### src/rtl/debounce_pkg.sv
// Shared constants for the push-button debouncer: FSM state encodings
// and default timing parameters.
package debounce_pkg;

  localparam int DEFAULT_STABLE_COUNT = 250000;  // 5 ms at 50 MHz
  localparam int DEFAULT_CNT_WIDTH    = 18;

  localparam logic [1:0] IDLE_LOW  = 2'd0;
  localparam logic [1:0] WAIT_HIGH = 2'd1;
  localparam logic [1:0] HOLD_HIGH = 2'd2;
  localparam logic [1:0] WAIT_LOW  = 2'd3;

endpackage

### src/rtl/sync_2ff.sv
// Two-flop synchronizer bringing the asynchronous button level into the clk domain.
module sync_2ff (
  input  logic clk,
  input  logic rst,
  input  logic d,
  output logic q
);

  logic meta;

  // NOTE: sequential state uses non-blocking assignments so both flops sample
  // their inputs from before the edge; blocking here would collapse the chain.
  always_ff @(posedge clk) begin
    if (rst) begin
      meta <= 1'b0;
      q    <= 1'b0;
    end else begin
      meta <= d;
      q    <= meta;
    end
  end

endmodule

### src/rtl/button_debouncer.sv
// Push-button debouncer: 2-FF synchronizer, 4-state stability FSM, press pulse.
// Optional release pulse enabled by defining DEBOUNCE_RELEASE_PULSE_EN.
module button_debouncer
  import debounce_pkg::*;
#(
  parameter int STABLE_COUNT = DEFAULT_STABLE_COUNT,
  parameter int CNT_WIDTH    = DEFAULT_CNT_WIDTH
) (
  input  logic clk,
  input  logic rst,
  input  logic btn_in,
  output logic btn_level,
  output logic btn_pulse,
  output logic btn_rel_pulse
);

  localparam logic [CNT_WIDTH-1:0] CNT_MAX = CNT_WIDTH'(STABLE_COUNT - 1);

  logic                 s;
  logic [1:0]           state;
  logic [CNT_WIDTH-1:0] cnt;
  logic                 press_accept;
  logic                 rel_accept;

  sync_2ff u_sync (
    .clk (clk),
    .rst (rst),
    .d   (btn_in),
    .q   (s)
  );

  assign press_accept = (state == WAIT_HIGH) &&  s && (cnt == CNT_MAX);
  assign rel_accept   = (state == WAIT_LOW)  && !s && (cnt == CNT_MAX);

  // The state leaves WAIT_* exactly at CNT_MAX, so cnt can never wrap.
  always_ff @(posedge clk) begin
    if (rst) begin
      state     <= IDLE_LOW;
      cnt       <= '0;
      btn_level <= 1'b0;
      btn_pulse <= 1'b0;
    end else begin
      btn_pulse <= 1'b0;
      case (state)
        IDLE_LOW: begin
          if (s) begin
            state <= WAIT_HIGH;
            cnt   <= '0;
          end
        end
        WAIT_HIGH: begin
          if (!s) begin
            state <= IDLE_LOW;
          end else if (press_accept) begin
            state     <= HOLD_HIGH;
            btn_level <= 1'b1;
            btn_pulse <= 1'b1;
          end else begin
            cnt <= cnt + 1'b1;
          end
        end
        HOLD_HIGH: begin
          if (!s) begin
            state <= WAIT_LOW;
            cnt   <= '0;
          end
        end
        default: begin  // WAIT_LOW
          if (s) begin
            state <= HOLD_HIGH;
          end else if (rel_accept) begin
            state     <= IDLE_LOW;
            btn_level <= 1'b0;
          end else begin
            cnt <= cnt + 1'b1;
          end
        end
      endcase
    end
  end

`ifdef DEBOUNCE_RELEASE_PULSE_EN
  always_ff @(posedge clk) begin
    if (rst) begin
      btn_rel_pulse <= 1'b0;
    end else begin
      btn_rel_pulse <= rel_accept;
    end
  end
`else
  assign btn_rel_pulse = 1'b0;
`endif

endmodule

### config.mk
export PLATFORM = sky130hd
export DESIGN_NAME = button_debouncer
export DESIGN_NICKNAME = d
export VERILOG_FILES = /design/src/rtl/debounce_pkg.sv /design/src/rtl/sync_2ff.sv /design/src/rtl/button_debouncer.sv
export SDC_FILE = /design/constraint.sdc
export NUM_CORES = 1
export LEC_CHECK = 0
export ABC_AREA = 0
export BUFFER_PORTS_ARGS = -buffer_cell sky130_fd_sc_hd__buf_2
export CORE_MARGIN = 3
export CORE_UTILIZATION = 60
export CTS_CLUSTER_SIZE = 10
export DETAILED_ROUTE_END_ITERATION = 10
export PLACE_DENSITY = 0.78
export SLEW_MARGIN = 20
export SYNTH_ARGS = -nofsm -noshare
export SYNTH_HDL_FRONTEND = slang
export SYNTH_SLANG_ARGS = --single-unit
export TNS_END_PERCENT = 100
### constraint.sdc
create_clock -name clk -period 2.4 [get_ports clk]
set_input_delay 0 -clock clk [delete_from_list [all_inputs] [get_ports clk]]
set_output_delay 0 -clock clk [all_outputs]
set_load 0.03 [all_outputs]
# ---- Yosys cells after proc, flatten, opt, wreduce, memory -nomap -nowiden
# Index checks and enable logic that the tools add are counted.
dict set report classes {
  n_addsub 1
  eq_ne 13
  n_reduce_logical 13
  muxes 20
  bitwise 3
}
# operator count
set op_table {}
lappend op_table {{$mux 18} 6}
lappend op_table {{$pmux 18 s3} 1}
lappend op_table {{$add 18x1->18 const B} 1}
lappend op_table {{$eq 18x18->1 const B} 1}
lappend op_table {{$mux 2} 6}
lappend op_table {{$ne 2x2->1 const B} 4}
lappend op_table {{$ne 3x3->1 const B} 2}
lappend op_table {{$pmux 2 s3} 1}
lappend op_table {{$reduce_and 6->1} 1}
lappend op_table {{$mux 1} 5}
lappend op_table {{$reduce_and 5->1} 1}
lappend op_table {{$eq 2x2->1 const B} 2}
lappend op_table {{$logic_and 1x1->1} 4}
lappend op_table {{$ne 2x1->1 const B} 2}
lappend op_table {{$ne 4x1->1 const B} 1}
lappend op_table {{$reduce_and 4->1} 1}
lappend op_table {{$reduce_bool 4->1} 1}
lappend op_table {{$not 1->1} 3}
lappend op_table {{$reduce_or 3->1} 1}
lappend op_table {{$eq 2x1->1 const B} 1}
lappend op_table {{$logic_not 2->1} 1}
lappend op_table {{$pmux 1 s2} 1}
lappend op_table {{$reduce_bool 2->1} 1}
lappend op_table {{$reduce_or 2->1} 1}
lappend op_table {{$logic_not 1->1} 1}
dict set report word_totals {
  word_cells 56
  output_inout_bits 3
  inputBits 3
  regBits 24
}

# ---- Logic depth before layout (Yosys ltp)
dict set report logic_depth {
  depth_word 6
  depth_mapped 9
}

# ---- By module
# From an unflattened synthesis, not the netlist that was laid out.
dict set report hier_totals {
  hier_cells 182
  area_unflattened_um2 1450.1
}
# mod area_each_um2 n_inst seq_area_each_um2 cells_per_inst
set modules_own_cells {}
lappend modules_own_cells {button_debouncer 1397.6 1 440.4 178}
lappend modules_own_cells {sync_2ff 52.6 1 40.0 4}

# ---- Worst setup path after synthesis
# No wires, ideal clock.
dict set report synth_path {
  path_type {register -> register}
  startpoint {reg state[0]}
  endpoint {reg cnt[13]}
  slack_ps 291
  n_path_buf 3
  arrival_time_ps 1992
  stages_incl_launch_ff 10
  path_cell_list {dfxtp_1 > clkbuf_1 > clkbuf_1 > nor2b_1 > ha_1 > nand3_1 > o21a_2 > o21a_1 > buf_6 > a32o_1}
}
dict set report synth_via {
  elab_chain_len 5
  word_cells_on_any_way 16
  cone_classes {eq/ne (9); mux (1); reduce/logical (6)}
}
# element line
set synth_lines {}
lappend synth_lines {{from (decl)} button_debouncer.sv:20} ;# logic [1:0] state;
lappend synth_lines {{from (signal assigned)} button_debouncer.sv:38} ;# state <= IDLE_LOW;
lappend synth_lines {{from (signal assigned)} button_debouncer.sv:47} ;# state <= WAIT_HIGH;
lappend synth_lines {{from (signal assigned)} button_debouncer.sv:53} ;# state <= IDLE_LOW;
lappend synth_lines {{$eq 2x2->1 or $eq 2x1->1 (tied branches)} {button_debouncer.sv:33, button_debouncer.sv:32, button_debouncer.sv:44}}
lappend synth_lines {{$logic_and 1x1->1 (on tied branches) (2 in a row)} {button_debouncer.sv:33, button_debouncer.sv:32}}
lappend synth_lines {{$ne 4x1->1 (no line) or $ne 2x2->1 (tied branches)} --}
lappend synth_lines {{$reduce_and 6->1 (no line)} --}
lappend synth_lines {{to (signal assigned)} button_debouncer.sv:59} ;# cnt <= cnt + 1'b1;
lappend synth_lines {{to (signal assigned)} button_debouncer.sv:75} ;# cnt <= cnt + 1'b1;
lappend synth_lines {{to (decl)} button_debouncer.sv:21} ;# logic [CNT_WIDTH-1:0] cnt;
# Parallel ways exist; a longest one is shown, timed or not.
# A chain may end at the register's enable or synchronous reset.

# ---- Worst setup path in the final report
dict set report layout_path {
  startpoint {reg cnt[10]}
  endpoint {reg cnt[4]}
}
dict set report layout_via {
  elab_chain_len 4
  word_cells_on_any_way 6
  cone_classes {eq/ne (3); reduce/logical (3)}
}
# element line
set layout_lines {}
lappend layout_lines {{$eq 18x18->1 (*)} {button_debouncer.sv:32, button_debouncer.sv:33}}
lappend layout_lines {{$logic_and 1x1->1 (on tied branches)} {button_debouncer.sv:33, button_debouncer.sv:32}}
lappend layout_lines {{$ne 4x1->1 (no line) or $ne 2x2->1 (tied branches)} --}
lappend layout_lines {{$reduce_and 6->1 (no line) (*)} --}
# Every way passes the cells marked *; elsewhere a longest branch is shown, timed or not.

==> metrics.md <==
| Metric | Value |
|---|---|
| Post-synthesis register bit count | `24` |
| Final setup TNS | `0 ps` |
| Tcrit/Tclk final | `87.1%` |
| CTS Buffer Depth | `2` |
| Clock Latency Late Sink | `330 ps` |
| CP arrival | `2320 ps` |
| Routed via count | `1,294` |
| Min cycle time layout | `2090 ps` |
| Number of global-route vias before repair | `1,216` |
| Layout Utilization | `70.2%` |
| # setup viols final | `0` |
| Final wirelength | `3060 um` |
| Layout cells sized above 1 | `11.8%` |
| Peak Freq | `478 MHz` |
| Worst Setup Start Kind | `flop` |
| # H-tree levels | `1` |
| Antenna violations before repair | `0` |
| Residual DRC count | `0` |
| Post-DP HPWL | `2150 um` |
| Diodes inserted | `0` |
| Starting Density | `67.5%` |
| Crit path required time | `2630 ps` |
| Largest net degree at the start of global routing | `22` |
| EDFF count, synth | `0` |
| PortBufs | `4` |
| Net Count, Synth | `166` |
| Max-cap violations | `0` |
| Fin area | `1460 um2` |
| Async SR Flop Fraction | `0%` |
| Cells after Synth | `161` |
| Post-synthesis sequential area ratio | `34.2%` |
| Core ar. | `2080 um2` |
| Worst Skew | `2.55 ps` |
| CTS root buf | `clkbuf_4` |
| Number of synthesis warnings | `0` |
| Filler cell count in the final layout | `182` |
| Synth-to-Final Area Change | `3.91%` |
| Initial DRC Count | `46` |
| Routed WL per cell | `16.3 um` |
| First-pass GRT wire length | `5260 um` |
| Initial DRT Pass Iterations | `4` |
| P per Cell Area | `457 nW/um2` |
| VDD IR-drop max | `380 uV` |
| Grt ovf | `0` |
| Via density | `6.88` |
| # rows | `16` |
| Most frequent cells in the layout | `dfxtp_1, nand2_1, o21ai_0, nor3_1, a32o_1` |
| IO Pins | `6` |
| GP Congestion | `0.805` |
| Leak pwr | `0.464 nW` |
| Die Span X | `54.4 um` |
| Hold Fails Final Rpt | `0` |
| Max Slew Vio Count | `0` |
| Synth Area per Inst | `8.74 um2` |
| CTS buffer count | `3` |
| Most common cell after layout, fill and taps aside | `dfxtp_1` |
| Antenna viol nets, final | `0` |
| Clock sinks | `24` |
| RSZ-0062 raised after global routing | `false` |
| Synth Cell Area | `1410 um2` |
| Die footprint | `2960 um2` |
| Nets | `167` |
| CTS tree | `yes` |
| Hold Slack | `90.4 ps` |
| Critical Path Fanout Max | `17` |
| Worst-path clk slew | `130 ps` |
| Die Y | `54.4 um` |
| Post-synth cell types | `48` |
| Setup crit end kind | `flop` |
| GRT Util Overall | `24.2%` |
| DP Area | `1420 um2` |
| Hold Path Class | `in -> reg` |
| Outcome | `finished clean` |
| Worst Path Class, Setup | `reg -> reg` |
| Top_reg_cell synth | `dfxtp_1` |
Yosys cell counts, drive strengths merged (5+ instances only):
master | instances | share of area [%]
nor2b | 6 | 2.7
nand3 | 5 | 1.8
a32o | 10 | 7.1
buf | 7 | 2.9
nor3 | 12 | 4.6
dfxtp | 24 | 34
o21ai | 17 | 6.0
inv | 6 | 1.6
and3 | 5 | 2.2
nand2 | 19 | 5.1
repair_timing:
action | CTS | global route
endpoints found under the setup margin | 0 | 0
hold endpoints to repair | 1 | 0
buffers inserted | 0 | 0
hold buffers | 1 | 0
resized for setup | 0 | 0
registers in the layout (all words and copies together) (netlist names), named ones only:
signal,cells
state,1
btn_level,1
btn_pulse,1
u_sync.q,1
u_sync.meta,1
cnt,18
cell type report:
cell class | instances | area, um2 | area share (%)
multi-input cells | 121 | 851 | 58.2
flip-flops and latches | 24 | 480 | 32.9
repair buffers | 6 | 37.5 | 2.57
clock buffers | 4 | 36.3 | 2.48
well taps | 27 | 33.8 | 2.31
inverters | 6 | 22.5 | 1.54
critical path, stage by stage, from the launching register on:
cell and delay (ps):
dfxtp_1 410, nor4b_4 390, nand4_4 220, o21a_2 370
o21a_1 350, a32o_1 260
kinds of logic (layout without fill, tap and decap cells):
kind of cell / after synthesis / after routing / share of synthesized area (%)
AND/OR/NAND/NOR: 67 / 67 / 28.8
AO/OA/AOI/OAI: 50 / 50 / 28.8
flip-flops: 24 / 24 / 34.2
buffers and inverters: 16 / 16 / 5.34
adder cells (fa/ha/maj): 2 / 2 / 1.78
other: 1 / 1 / 0.267
multiplexers: 1 / 1 / 0.801
through the flow:
step	power (mW)	instances	worst slack (ps)
6_report	0.667	188	310
5_1_grt	0.688	188	217
3_3_place_gp	0.454	183	381
4_1_cts	0.665	188	326
3_5_place_dp	0.455	183	345
2_1_floorplan	0.447	161	291
layer usage:
| metal | up-vias | global-route usage, % | part of all wire (%) |
|---|---|---|---|
| li1 | 622 | - | - |
| met1 | 610 | 30.4 | 43 |
| met2 | 55 | 41.8 | 48 |
| met3 | 7 | 2.72 | 7.6 |
| met4 | 0 | 9.13 | 1.5 |
| met5 | - | 0 | 0 |
where the power goes:
group | leakage (nW) | switching [mW] | internal (mW)
combinational | 0.249 | 0.0302 | 0.0132
clock | 0.0210 | 0.126 | 0.0931
sequential | 0.194 | 0.00228 | 0.402
final timing paths:
kind	start	end	slack [ps]	cells past startpoint
setup reg to reg	cnt[10]$_SDFFE_PP0P_	cnt[4]$_SDFFE_PP0P_	310	5
hold / removal	rst	u_sync.meta$_SDFF_PP0_	90	2
hold reg to reg	u_sync.meta$_SDFF_PP0_	u_sync.q$_SDFF_PP0_	450	1
setup / recovery	cnt[10]$_SDFFE_PP0P_	cnt[4]$_SDFFE_PP0P_	310	5
Note: power is estimated with default switching activity, not from simulation.
